$ cat config.mk
export PLATFORM = sky130hd
export DESIGN_NAME = jk_seq_ctrl
export DESIGN_NICKNAME = d
export VERILOG_FILES = /design/src/rtl/jk_seq_pkg.sv /design/src/rtl/jk_seq_ctrl_jk_ff.sv /design/src/rtl/jk_seq_ctrl.sv
export SDC_FILE = /design/constraint.sdc
export NUM_CORES = 1
export LEC_CHECK = 0
export ABC_CLOCK_PERIOD_IN_PS = 6300
export CAP_MARGIN = 20
export CORE_ASPECT_RATIO = 1.1
export CORE_UTILIZATION = 54
export DETAILED_ROUTE_END_ITERATION = 12
export PLACE_DENSITY = 0.8
export SYNTH_ARGS = -nofsm -noshare
export SYNTH_HDL_FRONTEND = slang
export SYNTH_SLANG_ARGS = --single-unit
$ cat constraint.sdc
create_clock -name clk -period 6.3 [get_ports clk]
set_clock_uncertainty 0.2 [all_clocks]
set_input_delay 1.89 -clock clk [delete_from_list [all_inputs] [get_ports clk]]
set_output_delay 1.89 -clock clk [all_outputs]
set_load 0.02 [all_outputs]
$ cat src/rtl/jk_seq_pkg.sv
// Shared definitions for the JK-flip-flop based sequence controller.
// The state encoding is also imported by the testbench reference model.
package jk_seq_pkg;

    // Controller states; the encodings are fixed so external tools can decode them
    typedef enum logic [1:0] {
        ST_IDLE  = 2'd0,
        ST_RUN   = 2'd1,
        ST_PAUSE = 2'd2
    } state_t;

    // Default counter width (also the number of flip-flops in the bank)
    localparam int DEFAULT_WIDTH = 4;

    // Per-bit JK excitation: set when going 0->1, reset when going 1->0
    function automatic logic [1:0] jk_excite(input logic q, input logic nxt);
        return {~q & nxt, q & ~nxt};
    endfunction

endpackage : jk_seq_pkg

$ cat src/rtl/jk_seq_ctrl_jk_ff.sv
// Single JK flip-flop: hold / reset / set / toggle on the rising clock edge.
// It has no reset of its own; the controller clears it by driving j=0, k=1.
module jk_ff (
    input  logic clk,
    input  logic j,
    input  logic k,
    output logic q
);

    // Classic JK behaviour
    always_ff @(posedge clk) begin
        case ({j, k})
            2'b00:   q <= q;
            2'b01:   q <= 1'b0;
            2'b10:   q <= 1'b1;
            default: q <= ~q;
        endcase
    end

endmodule : jk_ff

$ cat src/rtl/jk_seq_ctrl.sv
// Modulo up/down sequence counter built from a bank of JK flip-flops.
// The controller computes the required next count and only ever reaches
// the count through the j/k excitation of each flip-flop.
module jk_seq_ctrl
    import jk_seq_pkg::*;
#(
    parameter int WIDTH = DEFAULT_WIDTH
) (
    input  logic             clk,
    input  logic             rst_n,
    input  logic             start,
    input  logic             stop,
    input  logic             load,
    input  logic [WIDTH-1:0] load_val,
    input  logic             up,
    input  logic [WIDTH-1:0] mod_n,
    input  logic             one_shot,
    output logic [WIDTH-1:0] count,
    output logic             busy,
    output logic             wrap,
    output logic             done
);

    state_t           r_state;
    state_t           w_state_next;
    logic             r_wrap;
    logic             r_done;
    logic             w_wrap_next;
    logic             w_done_next;
    logic [WIDTH-1:0] w_count;
    logic [WIDTH-1:0] w_nxt;
    logic [WIDTH-1:0] w_j;
    logic [WIDTH-1:0] w_k;

    // One extra bit so that a modulus of 2^WIDTH (mod_n == 0) is representable
    logic [WIDTH:0]   w_mod;
    logic [WIDTH:0]   w_mod_m1;
    logic [WIDTH:0]   w_count_ext;
    logic [WIDTH:0]   w_load_ext;

    assign w_mod       = (mod_n == '0) ? {1'b1, {WIDTH{1'b0}}} : {1'b0, mod_n};
    assign w_mod_m1    = w_mod - (WIDTH+1)'(1);
    assign w_count_ext = {1'b0, w_count};
    assign w_load_ext  = {1'b0, load_val};

    // State and pulse registers; synchronous active-low reset
    always_ff @(posedge clk) begin
        if (!rst_n) begin
            r_state <= ST_IDLE;
            r_wrap  <= 1'b0;
            r_done  <= 1'b0;
        end else begin
            r_state <= w_state_next;
            r_wrap  <= w_wrap_next;
            r_done  <= w_done_next;
        end
    end

    // Next-state, next-count and pulse decode; load overrides everything else
    always_comb begin
        w_state_next = r_state;
        w_nxt        = w_count;
        w_wrap_next  = 1'b0;
        w_done_next  = 1'b0;

        if (load) begin
            // Out-of-range load values fold to zero; state and pulses untouched
            w_nxt = (w_load_ext >= w_mod) ? '0 : load_val;
        end else begin
            case (r_state)
                ST_IDLE, ST_PAUSE: begin
                    // stop beats start, so both high simply holds here
                    if (start && !stop) begin
                        w_state_next = ST_RUN;
                    end
                end
                ST_RUN: begin
                    if (stop) begin
                        // The stopping edge must not advance the count
                        w_state_next = ST_PAUSE;
                    end else begin
                        if (w_count_ext >= w_mod) begin
                            // Modulus lowered below the current count: restart at 0
                            w_nxt       = '0;
                            w_wrap_next = 1'b1;
                        end else if (up) begin
                            if (w_count_ext == w_mod_m1) begin
                                w_nxt       = '0;
                                w_wrap_next = 1'b1;
                            end else begin
                                w_nxt = w_count + WIDTH'(1);
                            end
                        end else begin
                            if (w_count == '0) begin
                                w_nxt       = w_mod_m1[WIDTH-1:0];
                                w_wrap_next = 1'b1;
                            end else begin
                                w_nxt = w_count - WIDTH'(1);
                            end
                        end

                        // A one-shot run ends on the very edge that wraps
                        if (w_wrap_next && one_shot) begin
                            w_state_next = ST_IDLE;
                            w_done_next  = 1'b1;
                        end
                    end
                end
                default: begin
                    w_state_next = ST_IDLE;
                end
            endcase
        end
    end

    // Flip-flop bank with its excitation; during reset every bit is cleared
    for (genvar gi = 0; gi < WIDTH; gi++) begin : g_bank
        logic [1:0] w_jk;

        assign w_jk     = jk_excite(w_count[gi], w_nxt[gi]);
        assign w_j[gi]  = rst_n ? w_jk[1] : 1'b0;
        assign w_k[gi]  = rst_n ? w_jk[0] : 1'b1;

        jk_ff u_jk_ff (
            .clk (clk),
            .j   (w_j[gi]),
            .k   (w_k[gi]),
            .q   (w_count[gi])
        );
    end

    assign count = w_count;
    assign busy  = (r_state == ST_RUN);
    assign wrap  = r_wrap;
    assign done  = r_done;

endmodule : jk_seq_ctrl
# After elaboration in Yosys (flattened, before gate mapping)

Cells that the tools add are included.

Register bits after elaboration: 8

$add $sub $neg: 3
$lt $le $gt $ge: 2
Equality and inequality tests: 13
Multiplexer cells: 33
Bitwise operators: 19
Reduce and logical (&&, ||, !) cells: 13

Operators with widths:

| kind                                                                    | count |
|---|---|
| 4-bit 2-to-1 mux                                                        | 8 |
| 1-bit 2-to-1 mux                                                        | 16 |
| 1-bit one-hot mux with 3 select lines                                   | 4 |
| 1-bit inverter                                                          | 11 |
| 2-bit by 1-bit == test with 1-bit output, second input constant         | 5 |
| 2-bit == test, second input constant                                    | 5 |
| 4-bit by 5-bit greater-or-equal comparator with 1-bit output            | 2 |
| 2-bit zero test                                                         | 5 |
| 1-bit AND                                                               | 8 |
| 4-bit zero test                                                         | 2 |
| 2-bit 2-to-1 mux                                                        | 3 |
| 4-bit by 5-bit == test with 1-bit output                                | 1 |
| 5-bit 2-to-1 mux                                                        | 1 |
| 5-bit by 1-bit subtractor with 5-bit output, second input constant      | 1 |
| 4-bit by 1-bit adder with 4-bit output, second input constant           | 1 |
| 2-bit one-hot mux with 2 select lines                                   | 1 |
| 4-bit OR reduction                                                      | 1 |
| 4-bit by 1-bit subtractor with 4-bit output, second input constant      | 1 |
| 3-bit by 2-bit inequality test with 1-bit output, second input constant | 1 |
| 3-bit AND reduction                                                     | 1 |
| 1-bit logical AND                                                       | 2 |
| 2-bit inequality test, second input constant                            | 1 |
| 2-bit OR reduction                                                      | 1 |
| 1-bit zero test                                                         | 1 |

# Logic depth before layout (Yosys ltp)

Gate-level depths: netlist of the first run.

Depth after elaboration: 15
Gate-level depth with buffers: 11
Depth with buffers taken out: 11

# Modules after synthesis

From an unflattened synthesis of the first run, not the netlist that was laid out.

Cell total of the unflattened synthesis: 163
Area total of the unflattened synthesis: 1248.7 µm²

Modules (own cells, without submodules):

| module      | instances | cells an instance | area an instance (µm²) | sequential area each (µm²) |
|---|---|---|---|---|
| jk_seq_ctrl | 1         | 131               | 928.4                  | 80.1 |
| jk_ff       | 4         | 8                 | 80.1                   | 30.0 |

# Worst setup path after synthesis of the first run

No wires, ideal clock.

Path kind: input port to flip-flop
From: input mod_n[1]
To: register g_bank[2].u_jk_ff.q, enable pin
Arrival: 4114 ps
Slack: 1692 ps
Stages on the path: 11
Path buffers: 0
Cell sequence: inv_1 -> ha_1 -> nor3b_1 -> nor2_1 -> ha_1 -> nor3b_1 -> nor2_1 -> o31ai_1 -> o21ai_2 -> or4b_1 -> nand3_1

Longest elaborated chain between the ends: 14
Elaborated cells between the ends (all ways): 20

RTL lines:

| element                                     | RTL line                | RTL |
|---|---|---|
| from (decl)                                 | jk_seq_ctrl.sv:16       | `input logic [WIDTH-1:0] mod_n,` |
| 4-bit zero test                             | jk_seq_ctrl.sv:41       | `assign w_mod = (mod_n == '0) ? {1'b1, {WIDTH{1'b0}}} : {1'b0, mod_n};` |
| 5-bit 2-to-1 mux (*)                        | jk_seq_ctrl.sv:41       |  |
| 5-bit by 1-bit subtractor with 5-bit output | jk_seq_ctrl.sv:42       | `assign w_mod_m1 = w_mod - (WIDTH+1)'(1);` |
| 4-bit by 5-bit == test with 1-bit output    | jk_seq_ctrl.sv:87       | `if (w_count_ext == w_mod_m1) begin` |
| 4-bit 2-to-1 mux                            | jk_seq_ctrl.sv:87       |  |
| 4-bit 2-to-1 mux                            | jk_seq_ctrl.sv:86       | `end else if (up) begin` |
| 4-bit 2-to-1 mux                            | jk_seq_ctrl.sv:82       | `if (w_count_ext >= w_mod) begin` |
| 4-bit 2-to-1 mux                            | jk_seq_ctrl.sv:78       | `if (stop) begin` |
| 4-bit 2-to-1 mux                            | jk_seq_ctrl.sv:70       | `case (r_state)` |
| 4-bit 2-to-1 mux (*)                        | jk_seq_ctrl.sv:66       | `if (load) begin` |
| 1-bit inverter                              | jk_seq_pkg.sv:17        | `return {~q & nxt, q & ~nxt};` |
| 1-bit AND                                   | jk_seq_pkg.sv:17        |  |
| 1-bit 2-to-1 mux                            | jk_seq_ctrl.sv:122      | `assign w_k[gi] = rst_n ? w_jk[0] : 1'b1;` |
| 2-bit zero test (*)                         | jk_seq_ctrl_jk_ff.sv:12 | `case ({j, k})` |
| to (signal assigned)                        | jk_seq_ctrl_jk_ff.sv:13 | `2'b00: q <= q;` |
| to (signal assigned)                        | jk_seq_ctrl_jk_ff.sv:16 | `default: q <= ~q;` |
| to (decl)                                   | jk_seq_ctrl_jk_ff.sv:7  | `output logic q` |

Every way passes the cells marked *; elsewhere a longest branch is shown, timed or not.
A chain may end at the register's enable or synchronous reset.

# Worst setup path after layout of the first run

Ends and elaborated chain as after synthesis.

==> results.txt, run 1 <==
The number of enable-type register cells in the synthesized netlist came out at 4. The netlist area before placement is 1040 um^2. The period utilization came out at 82.0%. Summed over all cells, the static leakage comes to 0.527 nW. In this run, the number of DRC markers left after iteration 0 of detailed routing was 23. The die covers 2100 um^2. The final setup violation count came out at 0. The HPWL reported at the end of detailed placement came out at 1840 um. The hold violation count in the final report is 0. The I/O pin count is 22. The vias per cell is 5.99. The worst setup path is of the in2reg kind. The slowest stage of the critical path is the sky130_fd_sc_hd__or4b_1 cell. The tightest min-delay check is of the reg2reg type.

The sequential fraction of the synthesis area came out at 19.3%. The remaining number of nets flagged by the antenna check after routing came out at 0. The area added between synthesis and finish came out at 21.0%.

The number of cells on the worst hold path is 2. The largest fanout on the critical path is 5. The slew at the pin closest to its max-slew limit is 700 ps. The final layout contains 176 nets. Wires add up to 2380 um. The count of synthesis-stage warnings from yosys is 0. STA classifies the critical path startpoint as a primary input. After global routing the overflow that remains totals 0.

The final weighted congestion in routability-driven placement is 0.878. The run finished, with violations left. TritonCTS built the clock tree. The CTS H-tree depth is 1. The power per cell area came out at 179 nW/um^2. The final sum of negative setup slack came out at 0 ps. Once the floorplan was initialized, standard cells occupied 57.6% of the core.

The worst slew margin relative to its limit came out at 53.2%. The depth of the worst register-to-register path came out at 8. The post-layout minimum cycle time came out at 5170 ps.

Setup repair after global routing left no endpoint under its margin. The maximum clock path buffer count is 2. The minimum hold slack came out at 300 ps. Clock tree synthesis found a total of 8 sinks. The via count of the first global-routing pass came out at 961. Clock-pin slew was measured on the worst setup and hold paths at 60 ps. The routed length per instance is 14.2 um. For this design, the CTS-stage hold fixing added 0 buffers.

The count of maximum capacitance violations is 0. The peak supply drop came out at 211 uV. In this run the post-CTS setup repair buffer count came out at 0.

The flip-flop cell with the highest count after synthesis is sky130_fd_sc_hd__edfxtp_1. The ratio of cells with drive above 1 in the final layout came out at 5.37%. STA classifies the critical path endpoint as a flop. The share of flip-flops with an asynchronous set or reset came out at 0%.

The detailed-routing iteration count for the pre-antenna-repair pass is 8. The checks that failed: DRC. In this run, distinct cell masters in the synthesized netlist total 42.

The final core utilization is 69.7%. The antenna diode instance count came out at 0. The synthesized net count is 157. Once placement finished, the instance area stood at 1230 um^2. The total core area is 1800 um^2.

The maximum clock frequency came out at 193 MHz. The chip height is 48.0 um. The number of cells produced by synthesis came out at 131.

At the worst endpoint, the required time is 6070 ps. The first global-routing pass estimated 3990 um of wire. The count of instances resized after the clock tree is built came out at 0. The DRC violation count after routing came out at 1. Entering global routing, the biggest net connects 16 pins.

The die is 43.8 um wide. The tree is rooted in a sky130_fd_sc_hd__clkbuf_4. The clock latency of the later-clocked register in the worst-skew pair came out at 260 ps. The synthesized area per cell is 7.93 um^2. The number of antenna violations at the first check in global routing is 0. Buffers placed on the I/O ports in this run total 21.

The peak per-stage delay on the critical path is 530 ps. The total CTS buffers came out at 3. The finished cells cover 1260 um^2.

Global routing used 25.4% of the available tracks. The number of flip-flops and latches in the synthesized netlist is 8. The total number of placement rows is 16. The signal on the critical path passes through clkdlybuf4s50_1 > inv_1 > ha_1 > nor3b_1 > nor2_1 > ha_1 > nor3b_1 > nor2_1 > o31ai_1 > o21ai_2 > or4b_1 > nand3_1. The arrival time at the worst endpoint is 4940 ps.

The max-slew violation total from the final report came out at 0. The total number of vias came out at 1000.
==> where the power goes <==
| group | leakage, nW | switching (W) | internal, W |
|---|---|---|---|
| registers | 0.0744 | 0.0000154 | 0.0000614 |
| logic | 0.438 | 0.0000556 | 0.0000512 |
| clock network | 0.0150 | 0.0000173 | 0.0000242 |
==> metrics by stage <==
step | total power (W) | std cells | setup slack, ps
after floorplan | 0.000150 | 131 | 1690
after global placement | 0.000181 | 163 | 1090
after detailed placement | 0.000183 | 163 | 889
after CTS | 0.000225 | 167 | 1160
after global routing | 0.000242 | 167 | 867
final | 0.000225 | 167 | 1130
==> layout make-up <==
type / instances / area, um^2
Sequential cell: 8 / 200
Fill cell: 152 / 546
Multi-Input combinational cell: 105 / 756
Timing Repair Buffer: 21 / 210
Clock buffer: 4 / 26.3
Inverter: 11 / 41.3
Tap cell: 18 / 22.5
==> path summary, 6_finish.rpt <==
path	from	to	slack [ps]
setup / recovery	mod_n[1]	g_bank[2].u_jk_ff.q	1130
setup reg to reg	g_bank[0].u_jk_ff.q	g_bank[2].u_jk_ff.q	3380
hold / removal	r_state[0]	r_state[0]	300
hold reg to reg	r_state[0]	r_state[0]	300
==> cell usage in the layout, fill, tap and decap left out, types with 3 or more instances in the layout <==
cell / instances
sky130_fd_sc_hd__a31oi_1: 3
sky130_fd_sc_hd__and3_1: 5
sky130_fd_sc_hd__clkbuf_4: 3
sky130_fd_sc_hd__clkdlybuf4s50_1: 21
sky130_fd_sc_hd__dfxtp_1: 4
sky130_fd_sc_hd__edfxtp_1: 4
sky130_fd_sc_hd__ha_1: 11
sky130_fd_sc_hd__inv_1: 11
sky130_fd_sc_hd__mux2i_1: 3
sky130_fd_sc_hd__nand2_1: 6
sky130_fd_sc_hd__nand2b_1: 4
sky130_fd_sc_hd__nor2_1: 11
sky130_fd_sc_hd__nor2b_1: 9
sky130_fd_sc_hd__nor3_1: 4
sky130_fd_sc_hd__nor3b_1: 3
sky130_fd_sc_hd__o21ai_0: 10
sky130_fd_sc_hd__o31ai_1: 4
sky130_fd_sc_hd__xnor2_1: 4
==> critical path: cells and delay by family <==
family,cells,cell delay [ps]
buffers and inverters,2,560
AO/OA/AOI/OAI,2,540
adder cells (fa/ha/maj),2,520
AND/OR/NAND/NOR,6,1420
==> flip-flops by register name, indices dropped and copies added, names as in the netlist <==
signal,cells
r_state,2
g_bank.u_jk_ff.q,4
done,1
wrap,1
==> synth_stat cells, types with 4 or more instances <==
master | n | area (um^2)
sky130_fd_sc_hd__ha_1 | 11 | 138
sky130_fd_sc_hd__inv_1 | 11 | 41.3
sky130_fd_sc_hd__nor2_1 | 11 | 41.3
sky130_fd_sc_hd__o21ai_0 | 10 | 50.1
sky130_fd_sc_hd__nor2b_1 | 9 | 56.3
sky130_fd_sc_hd__nand2_1 | 6 | 22.5
sky130_fd_sc_hd__and3_1 | 5 | 31.3
sky130_fd_sc_hd__buf_4 | 4 | 30.0
sky130_fd_sc_hd__dfxtp_1 | 4 | 80.1
sky130_fd_sc_hd__edfxtp_1 | 4 | 120
sky130_fd_sc_hd__nand2b_1 | 4 | 25.0
sky130_fd_sc_hd__nor3_1 | 4 | 20.0
sky130_fd_sc_hd__o31ai_1 | 4 | 30.0
sky130_fd_sc_hd__xnor2_1 | 4 | 35.0
==> cells by family (layout without fill, tap and decap cells) <==
| group | Yosys count | count (layout) | share of synthesized area [%] |
|---|---|---|---|
| buffers and inverters | 18 | 36 | 7.95 |
| adder cells (fa/ha/maj) | 11 | 11 | 13.3 |
| AND/OR/NAND/NOR | 53 | 53 | 29.4 |
| multiplexers | 3 | 3 | 2.89 |
| flip-flops | 8 | 8 | 19.3 |
| XOR/XNOR | 6 | 6 | 5.06 |
| AO/OA/AOI/OAI | 32 | 32 | 22.2 |
==> layer usage <==
layer / GRT usage (%) / routed length (um) / vias to the layer above
met4: 5.63 / 21 / 0
li1: - / - / 509
met1: 31.3 / 1120 / 465
met3: 4.53 / 85 / 2
met2: 46.6 / 1150 / 24
met5: 0 / 0 / -
Power figures use the tool's default switching activity.
==> run 2, diff against run 1 <==
Settings changed: ABC_CLOCK_PERIOD_IN_PS 6300 to 4400, CORE_UTILIZATION 54 to 46, PLACE_DENSITY 0.8 to 0.72.
Clock period 6.3 ns to 4.4 ns, I/O delays scaled along.
==> run 2 against run 1 <==
The run now ends clean. Register-to-register slack worse by 1800 ps. Count of clock-buffer cells in the layout stayed put. Combinational power is 61% higher. Clock power is 48% higher. Highest routed layer unchanged.
==> results.txt, run 2 (same netlist as run 1, synthesis figures left out) <==
The final wirelength was 2690 um (+13%). The number of antenna violations at the first check in global routing is 0 (unchanged). The number of buffers added to fix hold violations after cts is 0 (unchanged). The chip width came out at 47.3 um (+8.0%). The flow ran to the end, and the final reports show no timing, DRC or antenna violations. The total cell area at the placement stage came to 1330 um^2 (+8.3%). The count of maximum capacitance violations came to 0 (unchanged). The residual overflow from global routing is 0 (unchanged). The number of flip-flops under the largest register name is 4 (unchanged). The area added between synthesis and finish is 32.0%. The total CTS buffers is 3 (unchanged). The total area of sequential cells is 200 um^2 (unchanged). The setup fix buffers added after clock tree synthesis came out at 0 (unchanged). The maximum number of pins on one net before global-route repair was 16 (unchanged). The clock slew seen by the registers of the worst setup and hold paths came out at 60 ps (about the same).

The final weighted congestion in routability-driven placement was 0.827 (-5.8%). The I/O pin count was 22 (unchanged). The largest fanout on the critical path is 3 (-2). The antenna diode instance count is 0 (unchanged). The classification of the worst-slack hold path is reg2reg. The worst slew margin relative to its limit came to 63.3% (+10 points). The chip height was 51.8 um (+8.0%). The routed design could run at a clock period as short as 4200 ps.

The hold violation count in the final report came out at 0 (unchanged). The worst setup path is captured at a flop. The total area of multi-input combinational cells is 768 um^2 (+1.7%). The number of clock sinks seen by CTS came out at 8 (unchanged). The max-slew violation total from the final report came out at 0 (unchanged). The count of fill cells added during filler insertion came out at 185 (+22%).

The class of the most critical setup path is in2reg. The maximum clock path buffer count came out at 2 (unchanged). The total power of the final layout came out at 0.000344 W (+53%).

Ranked by flip-flop count, first place goes to g_bank.u_jk_ff.q. The number of port buffers is 21 (unchanged). The total number of placement rows is 17 (+1). The global-route wire length before repair came to 4350 um (+9.0%). The total routing resource utilization after global routing is 24.8% (-0.54 points). The top cell types in the final layout, fill and taps aside, are sky130_fd_sc_hd__clkdlybuf4s50_1 (21), sky130_fd_sc_hd__buf_4 (12), sky130_fd_sc_hd__inv_1 (11), sky130_fd_sc_hd__ha_1 (11). The cell area after layout came to 1370 um^2 (+9.2%).

The arrival time at the worst endpoint came out at 3970 ps (-970 ps). The routed length per instance came out at 14.2 um (about the same). The detailed-routing iteration count for the pre-antenna-repair pass is 4 (-4). The HPWL reported at the end of detailed placement came out at 2150 um (+17%). The minimum hold slack came out at 300 ps (+0.0250 ps).

The via count of the first global-routing pass came out at 972 (+1.1%). The peak supply drop was 197 uV (-6.8%). The total number of vias was 1059 (+5.9%).

The total core area is 2060 um^2 (+15%). The maximum clock frequency came out at 238 MHz. The iteration-0 DRC count of the detailed router came out at 33 (+43%). The ratio of cells with drive above 1 in the final layout came out at 14.3% (+8.9 points). The worst-case setup slack after placement is -192 ps (-1080 ps). The slew at the pin closest to its max-slew limit is 550 ps (-149 ps). The layout net count is 188 (+6.8%). The least setup slack across all paths after layout is 204 ps (-927 ps). The remaining number of nets flagged by the antenna check after routing came out at 0 (unchanged). The die area came out at 2450 um^2 (+17%). The vias per cell came out at 5.60 (-6.4%). The required time at the worst-slack endpoint came out at 4180 ps (-1890 ps).

The leakage power summed over all cells came to 0.589 nW (+12%). The clock latency of the later-clocked register in the worst-skew pair is 260 ps (about the same). The period utilization came out at 95.4%. The DRC violation count after routing was 0 (-1). The final setup violation count came out at 0 (unchanged). TritonCTS built the clock tree. The worst setup path is launched from a primary input. In the final layout, the registers with the most flip-flops are g_bank.u_jk_ff.q (4), r_state (2). The root buffer selected by CTS is sky130_fd_sc_hd__clkbuf_4. The library cell used most frequently in the layout, excluding fill and tap cells, is sky130_fd_sc_hd__clkdlybuf4s50_1. The power per cell area is 251 nW/um^2 (+40%). Setup repair after global routing left no endpoint under its margin. The CTS H-tree depth came out at 1 (unchanged). The starting density of the core came out at 50.3% (-7.3 points).
-- run 2: final cells by class --
type                            instances  area share, %
Clock buffer                            4           1.92
Inverter                               11           3.01
Multi-Input combinational cell        105           56.0
Sequential cell                         8           14.6
Tap cell                               28           2.55
Timing Repair Buffer                   33           21.9
-- run 2: routing by layer --
metal | global-route usage [%] | part of all wire (%)
met5 | 0 | 0
met4 | 4.76 | 0.93
met3 | 5.56 | 5.1
met2 | 41.3 | 50
met1 | 32.1 | 44
-- run 2: through the flow --
stage,TNS (ps),utilization (%),instances
after floorplan,0,-,131
after global placement,-255,64.6,185
after detailed placement,-547,64.6,185
after CTS,0,65.9,189
after global routing,0,66.5,189
final,0,66.5,189
-- run 2: worst max-delay path, stage by stage --
cell,delay (ps)
sky130_fd_sc_hd__clkdlybuf4s50_1,470
sky130_fd_sc_hd__inv_1,60
sky130_fd_sc_hd__ha_1,200
sky130_fd_sc_hd__nor3b_2,170
sky130_fd_sc_hd__nor2_2,130
sky130_fd_sc_hd__ha_1,270
sky130_fd_sc_hd__nor3b_1,190
sky130_fd_sc_hd__nor2_1,80
sky130_fd_sc_hd__o31ai_2,350
sky130_fd_sc_hd__o21ai_2,110
sky130_fd_sc_hd__or4b_1,510
sky130_fd_sc_hd__nand3_1,110
-- run 2: final timing paths --
kind | end | slack (ps) | from | cells after the start
setup reg to reg | g_bank[2].u_jk_ff.q | 1530 | g_bank[0].u_jk_ff.q | 8
setup / recovery | g_bank[2].u_jk_ff.q | 200 | mod_n[0] | 12
hold / removal | r_state[0] | 300 | r_state[0] | 2
hold reg to reg | r_state[0] | 300 | r_state[0] | 2
-- run 2: power by group --
group	switching (W)	leakage (nW)	total, W	internal, W
clock	0.0000265	0.0150	0.0000613	0.0000348
combinational	0.0000853	0.500	0.000172	0.0000864
sequential	0.0000231	0.0744	0.000111	0.0000878
total	0.000135	0.589	0.000344	0.000209
-- run 2: what timing repair did --
item	4_1_cts	5_1_grt
endpoints found under the setup margin	0	5
hold endpoints to repair	0	0
gates resized for setup	0	4
